--- src/rtl/mem_arbiter_if.sv ---
// mem_arbiter_if: bus bundle between two requesting masters, the arbiter
// and a single-port word memory.
//   m0_*/m1_*  : per-master request (req/we/addr/wdata/wsize) and the
//                grant / read-valid pulses returned to it
//   m_rdata    : shared read data returned to both masters
//   mem_*      : memory-side address, strobes, write data/size and read data
// Modports: slave = arbiter side, master = masters + memory side.
interface mem_arbiter_if #(
    parameter int unsigned ADDR_W = 14,
    parameter int unsigned DATA_W = 32
);
    logic              m0_req;
    logic              m0_we;
    logic [ADDR_W-1:0] m0_addr;
    logic [DATA_W-1:0] m0_wdata;
    logic [1:0]        m0_wsize;
    logic              m0_gnt;
    logic              m0_rvalid;

    logic              m1_req;
    logic              m1_we;
    logic [ADDR_W-1:0] m1_addr;
    logic [DATA_W-1:0] m1_wdata;
    logic [1:0]        m1_wsize;
    logic              m1_gnt;
    logic              m1_rvalid;

    logic [DATA_W-1:0] m_rdata;

    logic [ADDR_W-1:0] mem_addr;
    logic              mem_rstrb;
    logic              mem_wstrb;
    logic [DATA_W-1:0] mem_wdata;
    logic [1:0]        mem_wsize;
    logic [DATA_W-1:0] mem_rdata;

    modport slave (
        input  m0_req, m0_we, m0_addr, m0_wdata, m0_wsize,
        input  m1_req, m1_we, m1_addr, m1_wdata, m1_wsize,
        input  mem_rdata,
        output m0_gnt, m0_rvalid, m1_gnt, m1_rvalid, m_rdata,
        output mem_addr, mem_rstrb, mem_wstrb, mem_wdata, mem_wsize
    );

    modport master (
        output m0_req, m0_we, m0_addr, m0_wdata, m0_wsize,
        output m1_req, m1_we, m1_addr, m1_wdata, m1_wsize,
        output mem_rdata,
        input  m0_gnt, m0_rvalid, m1_gnt, m1_rvalid, m_rdata,
        input  mem_addr, mem_rstrb, mem_wstrb, mem_wdata, mem_wsize
    );
endinterface

--- src/rtl/mem_arbiter.sv ---
// mem_arbiter: two-master arbiter in front of a single-port word memory.
// Accepts one request at a time, strobes the memory for exactly one cycle and
// returns read data with a one-cycle valid pulse. Ties resolve round-robin,
// or always to master 0 when FIXED_PRIO=1.
//   clk    : divided system clock, rising edge
//   resetn : asynchronous active-low reset
//   bus    : mem_arbiter_if.slave (master requests, grants, memory port)
module mem_arbiter #(
    parameter int unsigned ADDR_W     = 14,
    parameter int unsigned DATA_W     = 32,
    parameter bit          FIXED_PRIO = 1'b0
) (
    input  logic          clk,
    input  logic          resetn,
    mem_arbiter_if.slave  bus
);

    typedef enum logic [1:0] {
        IDLE  = 2'd0,
        ISSUE = 2'd1,
        RESP  = 2'd2
    } state_t;

    state_t            state;
    logic              win_q;
    logic              we_q;
    logic              last_winner;
    logic [ADDR_W-1:0] addr_q;
    logic [DATA_W-1:0] wdata_q;
    logic [1:0]        wsize_q;
    logic              gnt0_q;
    logic              gnt1_q;
    logic              rvalid0_q;
    logic              rvalid1_q;
    logic              rstrb_q;
    logic              wstrb_q;

    logic              win_c;
    logic              we_c;
    logic [ADDR_W-1:0] addr_c;
    logic [DATA_W-1:0] wdata_c;
    logic [1:0]        wsize_c;

    // Winner selection and request-field mux (only consumed in IDLE)
    always_comb begin
        win_c = 1'b0;
        if (bus.m0_req && bus.m1_req) begin
            win_c = FIXED_PRIO ? 1'b0 : ~last_winner;
        end else begin
            win_c = bus.m1_req;
        end
        we_c    = win_c ? bus.m1_we    : bus.m0_we;
        addr_c  = win_c ? bus.m1_addr  : bus.m0_addr;
        wdata_c = win_c ? bus.m1_wdata : bus.m0_wdata;
        wsize_c = win_c ? bus.m1_wsize : bus.m0_wsize;
    end

    // FSM with registered pulses; strobes are high only during ISSUE
    always_ff @(posedge clk or negedge resetn) begin
        if (!resetn) begin
            state       <= IDLE;
            win_q       <= 1'b0;
            we_q        <= 1'b0;
            last_winner <= 1'b1;
            addr_q      <= '0;
            wdata_q     <= '0;
            wsize_q     <= 2'b00;
            gnt0_q      <= 1'b0;
            gnt1_q      <= 1'b0;
            rvalid0_q   <= 1'b0;
            rvalid1_q   <= 1'b0;
            rstrb_q     <= 1'b0;
            wstrb_q     <= 1'b0;
        end else begin
            gnt0_q    <= 1'b0;
            gnt1_q    <= 1'b0;
            rvalid0_q <= 1'b0;
            rvalid1_q <= 1'b0;
            rstrb_q   <= 1'b0;
            wstrb_q   <= 1'b0;
            case (state)
                IDLE: begin
                    if (bus.m0_req || bus.m1_req) begin
                        state       <= ISSUE;
                        win_q       <= win_c;
                        last_winner <= win_c;
                        we_q        <= we_c;
                        addr_q      <= addr_c;
                        wdata_q     <= wdata_c;
                        wsize_q     <= wsize_c;
                        gnt0_q      <= ~win_c;
                        gnt1_q      <= win_c;
                        rstrb_q     <= ~we_c;
                        wstrb_q     <= we_c;
                    end
                end
                ISSUE: begin
                    if (we_q) begin
                        state <= IDLE;
                    end else begin
                        // memory registers read data at this edge
                        state     <= RESP;
                        rvalid0_q <= ~win_q;
                        rvalid1_q <= win_q;
                    end
                end
                RESP: begin
                    state <= IDLE;
                end
                default: begin
                    state <= IDLE;
                end
            endcase
        end
    end

    assign bus.m0_gnt    = gnt0_q;
    assign bus.m1_gnt    = gnt1_q;
    assign bus.m0_rvalid = rvalid0_q;
    assign bus.m1_rvalid = rvalid1_q;
    assign bus.m_rdata   = bus.mem_rdata;
    assign bus.mem_addr  = addr_q;
    assign bus.mem_wdata = wdata_q;
    assign bus.mem_wsize = wsize_q;
    assign bus.mem_rstrb = rstrb_q;
    assign bus.mem_wstrb = wstrb_q;

endmodule

--- src/flat_wrapper.sv ---
// flat-port wrapper written by rule: the top's interface ports become plain ports
module mem_arbiter_flat 
#(
    parameter int unsigned ADDR_W     = 14,
    parameter int unsigned DATA_W     = 32,
    parameter bit          FIXED_PRIO = 1'b0
)
  (clk, resetn, bus_m0_req, bus_m0_we, bus_m0_addr, bus_m0_wdata, bus_m0_wsize, bus_m1_req, bus_m1_we, bus_m1_addr, bus_m1_wdata, bus_m1_wsize, bus_mem_rdata, bus_m0_gnt, bus_m0_rvalid, bus_m1_gnt, bus_m1_rvalid, bus_m_rdata, bus_mem_addr, bus_mem_rstrb, bus_mem_wstrb, bus_mem_wdata, bus_mem_wsize);
  mem_arbiter_if #(.ADDR_W(ADDR_W), .DATA_W(DATA_W)) bus_i ();
  input  logic clk;
  input  logic resetn;
  input wire logic [$bits(bus_i.m0_req)-1:0] bus_m0_req;
  input wire logic [$bits(bus_i.m0_we)-1:0] bus_m0_we;
  input wire logic [$bits(bus_i.m0_addr)-1:0] bus_m0_addr;
  input wire logic [$bits(bus_i.m0_wdata)-1:0] bus_m0_wdata;
  input wire logic [$bits(bus_i.m0_wsize)-1:0] bus_m0_wsize;
  input wire logic [$bits(bus_i.m1_req)-1:0] bus_m1_req;
  input wire logic [$bits(bus_i.m1_we)-1:0] bus_m1_we;
  input wire logic [$bits(bus_i.m1_addr)-1:0] bus_m1_addr;
  input wire logic [$bits(bus_i.m1_wdata)-1:0] bus_m1_wdata;
  input wire logic [$bits(bus_i.m1_wsize)-1:0] bus_m1_wsize;
  input wire logic [$bits(bus_i.mem_rdata)-1:0] bus_mem_rdata;
  output wire logic [$bits(bus_i.m0_gnt)-1:0] bus_m0_gnt;
  output wire logic [$bits(bus_i.m0_rvalid)-1:0] bus_m0_rvalid;
  output wire logic [$bits(bus_i.m1_gnt)-1:0] bus_m1_gnt;
  output wire logic [$bits(bus_i.m1_rvalid)-1:0] bus_m1_rvalid;
  output wire logic [$bits(bus_i.m_rdata)-1:0] bus_m_rdata;
  output wire logic [$bits(bus_i.mem_addr)-1:0] bus_mem_addr;
  output wire logic [$bits(bus_i.mem_rstrb)-1:0] bus_mem_rstrb;
  output wire logic [$bits(bus_i.mem_wstrb)-1:0] bus_mem_wstrb;
  output wire logic [$bits(bus_i.mem_wdata)-1:0] bus_mem_wdata;
  output wire logic [$bits(bus_i.mem_wsize)-1:0] bus_mem_wsize;
  assign bus_i.m0_req = bus_m0_req;
  assign bus_i.m0_we = bus_m0_we;
  assign bus_i.m0_addr = bus_m0_addr;
  assign bus_i.m0_wdata = bus_m0_wdata;
  assign bus_i.m0_wsize = bus_m0_wsize;
  assign bus_i.m1_req = bus_m1_req;
  assign bus_i.m1_we = bus_m1_we;
  assign bus_i.m1_addr = bus_m1_addr;
  assign bus_i.m1_wdata = bus_m1_wdata;
  assign bus_i.m1_wsize = bus_m1_wsize;
  assign bus_i.mem_rdata = bus_mem_rdata;
  assign bus_m0_gnt = bus_i.m0_gnt;
  assign bus_m0_rvalid = bus_i.m0_rvalid;
  assign bus_m1_gnt = bus_i.m1_gnt;
  assign bus_m1_rvalid = bus_i.m1_rvalid;
  assign bus_m_rdata = bus_i.m_rdata;
  assign bus_mem_addr = bus_i.mem_addr;
  assign bus_mem_rstrb = bus_i.mem_rstrb;
  assign bus_mem_wstrb = bus_i.mem_wstrb;
  assign bus_mem_wdata = bus_i.mem_wdata;
  assign bus_mem_wsize = bus_i.mem_wsize;
  mem_arbiter #(.ADDR_W(ADDR_W), .DATA_W(DATA_W), .FIXED_PRIO(FIXED_PRIO)) u_core (.clk(clk), .resetn(resetn), .bus(bus_i));
endmodule
--- config.mk ---
export PLATFORM = sky130hd
export DESIGN_NAME = mem_arbiter_flat
export DESIGN_NICKNAME = d
export VERILOG_FILES = /design/src/rtl/mem_arbiter_if.sv /design/src/rtl/mem_arbiter.sv /design/src/flat_wrapper.sv
export SDC_FILE = /design/constraint.sdc
export NUM_CORES = 1
export LEC_CHECK = 0
export CAP_MARGIN = 10
export CORE_UTILIZATION = 34
export DETAILED_ROUTE_END_ITERATION = 7
export MAX_ROUTING_LAYER = met4
export PLACE_DENSITY = 0.92
export SLEW_MARGIN = 30
export SYNTH_ARGS = -nofsm -noshare
export SYNTH_HDL_FRONTEND = slang
export SYNTH_SLANG_ARGS = --single-unit
--- constraint.sdc ---
create_clock -name clk -period 1.7 [get_ports clk]
set_input_delay 0.255 -clock clk [delete_from_list [all_inputs] [get_ports clk]]
set_output_delay 0.255 -clock clk [all_outputs]
set_load 0.02 [all_outputs]
# ---- Word-level counts from Yosys, hierarchy flattened
# Index checks and enable logic that the tools add are counted.
# W data, S select, Z words.
dict set report totals {
  ff_bits 59
  elab_cells 43
}
dict set report classes {
  bitwise_logic 4
  n_mux 20
  n_eq_ne 2
  reduce_logical 4
}
# operator count
set ops {}
lappend ops {{$mux W32} 1}
lappend ops {{$mux W1} 14}
lappend ops {{$mux W14} 1}
lappend ops {{$mux W2} 3}
lappend ops {{$not A1 Y1} 4}
lappend ops {{$pmux W2 S2} 1}
lappend ops {{$eq A2 B1 Y1 const B} 1}
lappend ops {{$logic_not A2 Y1} 1}
lappend ops {{$ne A2 B1 Y1 const B} 1}
lappend ops {{$reduce_and A2 Y1} 1}
lappend ops {{$logic_and A1 B1 Y1} 1}
lappend ops {{$logic_or A1 B1 Y1} 1}

# ---- Depth between registers and ports, before layout
dict set report logic_depth {
  depth_word 6
  ltp_mapped 6
  mapped_depth_nobuf 4
}

# ---- Worst setup path before layout
# Ideal clock, no wire load.
dict set report synth_path {
  path_kind {register -> register}
  start {reg u_core.last_winner}
  end {reg u_core.addr_q[10], in the netlist u_core.bus.mem_addr[10]}
  synth_period_minus_slack_ns 1.447
  required_ns 1.574
  n_path_buf 3
  path_stages_with_launch 7
  path_slack_ns 0.253
  arrival_ns 1.321
  cell_sequence {dfstp_2 > a21bo_1 > buf_6 > and3_4 > buf_6 > buf_6 > a221o_1}
}
dict set report synth_via {
  elab_chain_len 3
}
# item line_no
set synth_lines {}
lappend synth_lines {{from (decl)} mem_arbiter.sv:27} ;# logic last_winner;
lappend synth_lines {{from (signal assigned)} mem_arbiter.sv:86} ;# last_winner <= win_c;
lappend synth_lines {{$not A1 Y1} mem_arbiter.sv:48} ;# win_c = FIXED_PRIO ? 1'b0 : ~last_winner;
lappend synth_lines {{$mux W1} mem_arbiter.sv:47} ;# if (bus.m0_req && bus.m1_req) begin
lappend synth_lines {{$mux W14} mem_arbiter.sv:53} ;# addr_c = win_c ? bus.m1_addr : bus.m0_addr;
lappend synth_lines {{to (signal assigned)} mem_arbiter.sv:88} ;# addr_q <= addr_c;
lappend synth_lines {{to (decl)} mem_arbiter.sv:28} ;# logic [ADDR_W-1:0] addr_q;
# No other way between the ends.
# A chain may end at the register's enable or synchronous reset.

# ---- Worst setup path after layout
dict set report layout_path {
  start {reg u_core.addr_q[13], in the netlist u_core.bus.mem_addr[13]}
  end {out bus_mem_addr[13]}
}
# item line_no
set layout_lines {}
lappend layout_lines {{to (decl)} flat_wrapper.sv:28} ;# output wire logic [$bits(bus_i.mem_addr)-1:0] bus_mem_addr;
# No word-level cell between the ends.

==> summary.txt <==
Global routing
  – Initial antenna violation count: 0
  – Largest net degree at the start of global routing: 60
  – All-Layer GR Usage: about a fifth
  – Grt ovf: 0
  – Vias in the first global route: between 2000 and 3000
  – First-pass GRT wire length: between 10 and 15 mm

Detailed routing
  – DR vias/cell: roughly 5.1
  – Final ANT Viol Nets: 0
  – DR pass1 iterations: 4
  – DRC errors left: 0
  – Avg WL per Cell: ~16 um
  – Vias: around 2700
  – Iter 0 DRT Violations: 103
  – Drt total wl: roughly 8.6 mm

Critical path
  – CP endpoint kind: primary output
  – Critical Path RT: 1.44 ns
  – Critical path cell sequence: clkdlybuf4s50_1
  – Buffer and inverter count on the worst path: 1
  – Reg2Reg Depth: 4
  – Worst path depth: 1
  – Reg2reg setup slack: 0.15 ns
  – Slowest cell delay on critical path: approximately 0.64 ns
  – Worst R2R Start: u_core.state[0]
  – CP top delay family: buffers and inverters
  – Worst path arrival time: 1.32 ns
  – Crit-path slowest cell: clkdlybuf4s50_1
  – Crit Path Category: register to primary output
  – CP Max Fanout: 2
  – Endpoint of the lowest-slack register-to-register path: u_core.bus.mem_addr[12]
  – Startpoint Class: register

Timing
  – Setup Skew: about 0.0046 ns
  – Final slew viol count: 0
  – Tmin final: between 1.5 and 2 ns
  – RSZ-0062 raised after global routing: false
  – Fin crit share: 92.7%
  – Final hold violation count: 0
  – Slew Limit Headroom: between 70 and 80%
  – Fmax: 635 MHz
  – Final setup viols: 0
  – Min Hold Slack: about 0.45 ns
  – Least-Margin Pin Slew: roughly 0.33 ns

Floorplanning
  – Die X: roughly 93 um
  – # IOs: 220
  – Starting Density: a little over a third
  – Die ar.: roughly 0.0087 mm^2
  – Die H: 93.0 um
  – Core ar.: 0.00789 mm^2
  – Rows: 32

Finish
  – ANT cells: 0
  – Commonest non-fill, non-tap cell in the layout: clkdlybuf4s50_1
  – Most frequent cells in the layout: 154 x clkdlybuf4s50_1, 61 x nand2_1, 58 x dfrtp_1
  – Area delta synth->final: 62.7%
  – Nets: between 500 and 600
  – Layout cells sized above 1: 9.24%
  – Final std cells w/o fill: 524

Synthesis
  – Distinct cells, synth: 23
  – Yosys warning total: 0
  – Mapped Nets: 424
  – Yosys reg bits: 59
  – Sequential area share after synthesis: a little over half
  – Syn Inst Count: 290
  – Post-Syn Area: 0.00282 mm^2
  – Post-synthesis average cell area: 9.72 um^2

Run status
  – Status: finished clean

Clocking
  – TritonCTS clock tree: yes
  – CTS H-tree depth: 3
  – Cts repair resizes: 0
  – Total setup buffers inserted after CTS: 0
  – CTS Root Cell: clkbuf_8
  – Worst-Skew Late Latency: approximately 0.33 ns
  – Clock tree sinks: just under 60
  – Clock transition at path regs: approximately 0.070 ns
  – Clock Tree Buf Depth: 2
  – Inserted Clock Buffers: 9

Power and ir drop
  – Leak pwr: 1.97 nW
  – Max VDD drop: 0.618 mV
  – Power Density: about 1800 mW/mm^2

Placement
  – Dpl hpwl: roughly 6.5 mm
  – Inst Count DP: between 500 and 600
  – Port Buffers: around 160
  – Placer Congestion: between 0.7 and 0.8

Hold path
  – Hold WC Path Type: primary input to asynchronous set/reset pin

Run
  – # Max-Cap Violations: 0
-- per-stage QoR --
| step | power (W) | setup slack [ns] | utilization, % | setup TNS, ns | cell area, um^2 |
|---|---|---|---|---|---|
| CTS | 0.00837 | 0.0911 | 58.1 | 0 | 4580 |
| global placement | 0.00665 | 0.00835 | 54.9 | 0 | 4330 |
| global route | 0.00881 | 0.0334 | 58.1 | 0 | 4580 |
| detailed placement | 0.00682 | -0.0910 | 54.9 | -1.08 | 4330 |
| floorplan | 0.00476 | 0.253 | - | 0 | 2820 |
| finish | 0.00828 | 0.125 | 58.1 | 0 | 4580 |
-- cell usage after synthesis --
cell type | instances | area, um^2
a21bo_1 | 1 | 10.0
nand2_1 | 61 | 229
nor2b_1 | 1 | 6.26
nor3_1 | 1 | 5.00
buf_6 | 3 | 33.8
dfrtp_1 | 58 | 1450
buf_4 | 32 | 240
inv_2 | 1 | 3.75
nor3b_1 | 1 | 7.51
and2_1 | 2 | 12.5
a31oi_1 | 30 | 188
dfstp_2 | 1 | 26.3
mux2i_1 | 1 | 10.0
buf_2 | 9 | 45.0
and3_1 | 18 | 113
a21boi_0 | 1 | 7.51
a21o_1 | 2 | 15.0
a221o_1 | 18 | 180
nor2_1 | 2 | 7.51
a21oi_1 | 32 | 160
clkbuf_1 | 13 | 48.8
and3_4 | 1 | 11.3
or2_1 | 1 | 6.26
-- layer usage --
metal / global-route usage, % / share of wire (%)
met1: 23.7 / 39
met2: 36.9 / 52
met3: 4.07 / 7.1
met4: 8.59 / 2.1
met5: - / 0
-- registers in the layout, summed over array words and instances (netlist names) --
name and flops:
u_core.bus.m0_gnt 1, u_core.bus.m0_rvalid 1, u_core.bus.m1_gnt 1, u_core.bus.m1_rvalid 1, u_core.bus.mem_addr 14, u_core.bus.mem_rstrb 1
u_core.bus.mem_wdata 32, u_core.bus.mem_wsize 2, u_core.bus.mem_wstrb 1, u_core.last_winner 1, u_core.state 2, u_core.we_q 1
u_core.win_q 1
-- how the worst max path moves through the flow --
| stage | from | to | slack (ns) |
|---|---|---|---|
| after floorplan | u_core.last_winner | u_core.bus.mem_addr[10] | 0.25 |
| after global routing | u_core.state[0] | u_core.bus.mem_addr[12] | 0.03 |
| after CTS | u_core.bus.mem_wdata[21] | bus_mem_wdata[21] | 0.09 |
| final | u_core.bus.mem_addr[13] | bus_mem_addr[13] | 0.12 |
| after global placement | bus_m0_req | u_core.bus.mem_addr[8] | 0.008 |
| after detailed placement | bus_m1_req | u_core.bus.mem_addr[12] | -0.09 |
-- cells by family (layout without fill, tap and decap cells) --
| logic type | after synthesis | count (layout) | share of synthesized area (%) |
|---|---|---|---|
| simple gates | 88 | 88 | 14.1 |
| compound gates | 84 | 84 | 19.9 |
| flops | 59 | 59 | 52.4 |
| buf+inv | 58 | 190 | 13.2 |
| mux | 1 | 1 | 0.355 |
-- repair_timing --
item	in CTS	in global routing
hold buffers	1	0
hold endpoints to repair	58	0
setup endpoints to repair	0	0
-- power breakdown --
part,internal (W),switching (W),leakage (nW)
Combinational,0.00211,0.00215,1.16
Sequential,0.00211,0.000389,0.694
Clock,0.000970,0.000562,0.119
-- final cells by class --
class / count / area (um^2)
clock inverters: 7 / 116
flip-flops and latches: 59 / 1480
inverters: 1 / 3.75
fillers: 660 / 3300
multi-input cells: 173 / 987
repair buffers: 173 / 1750
well taps: 102 / 128
clock buffers: 9 / 124
No activity file was read; power rests on OpenSTA's default activity.
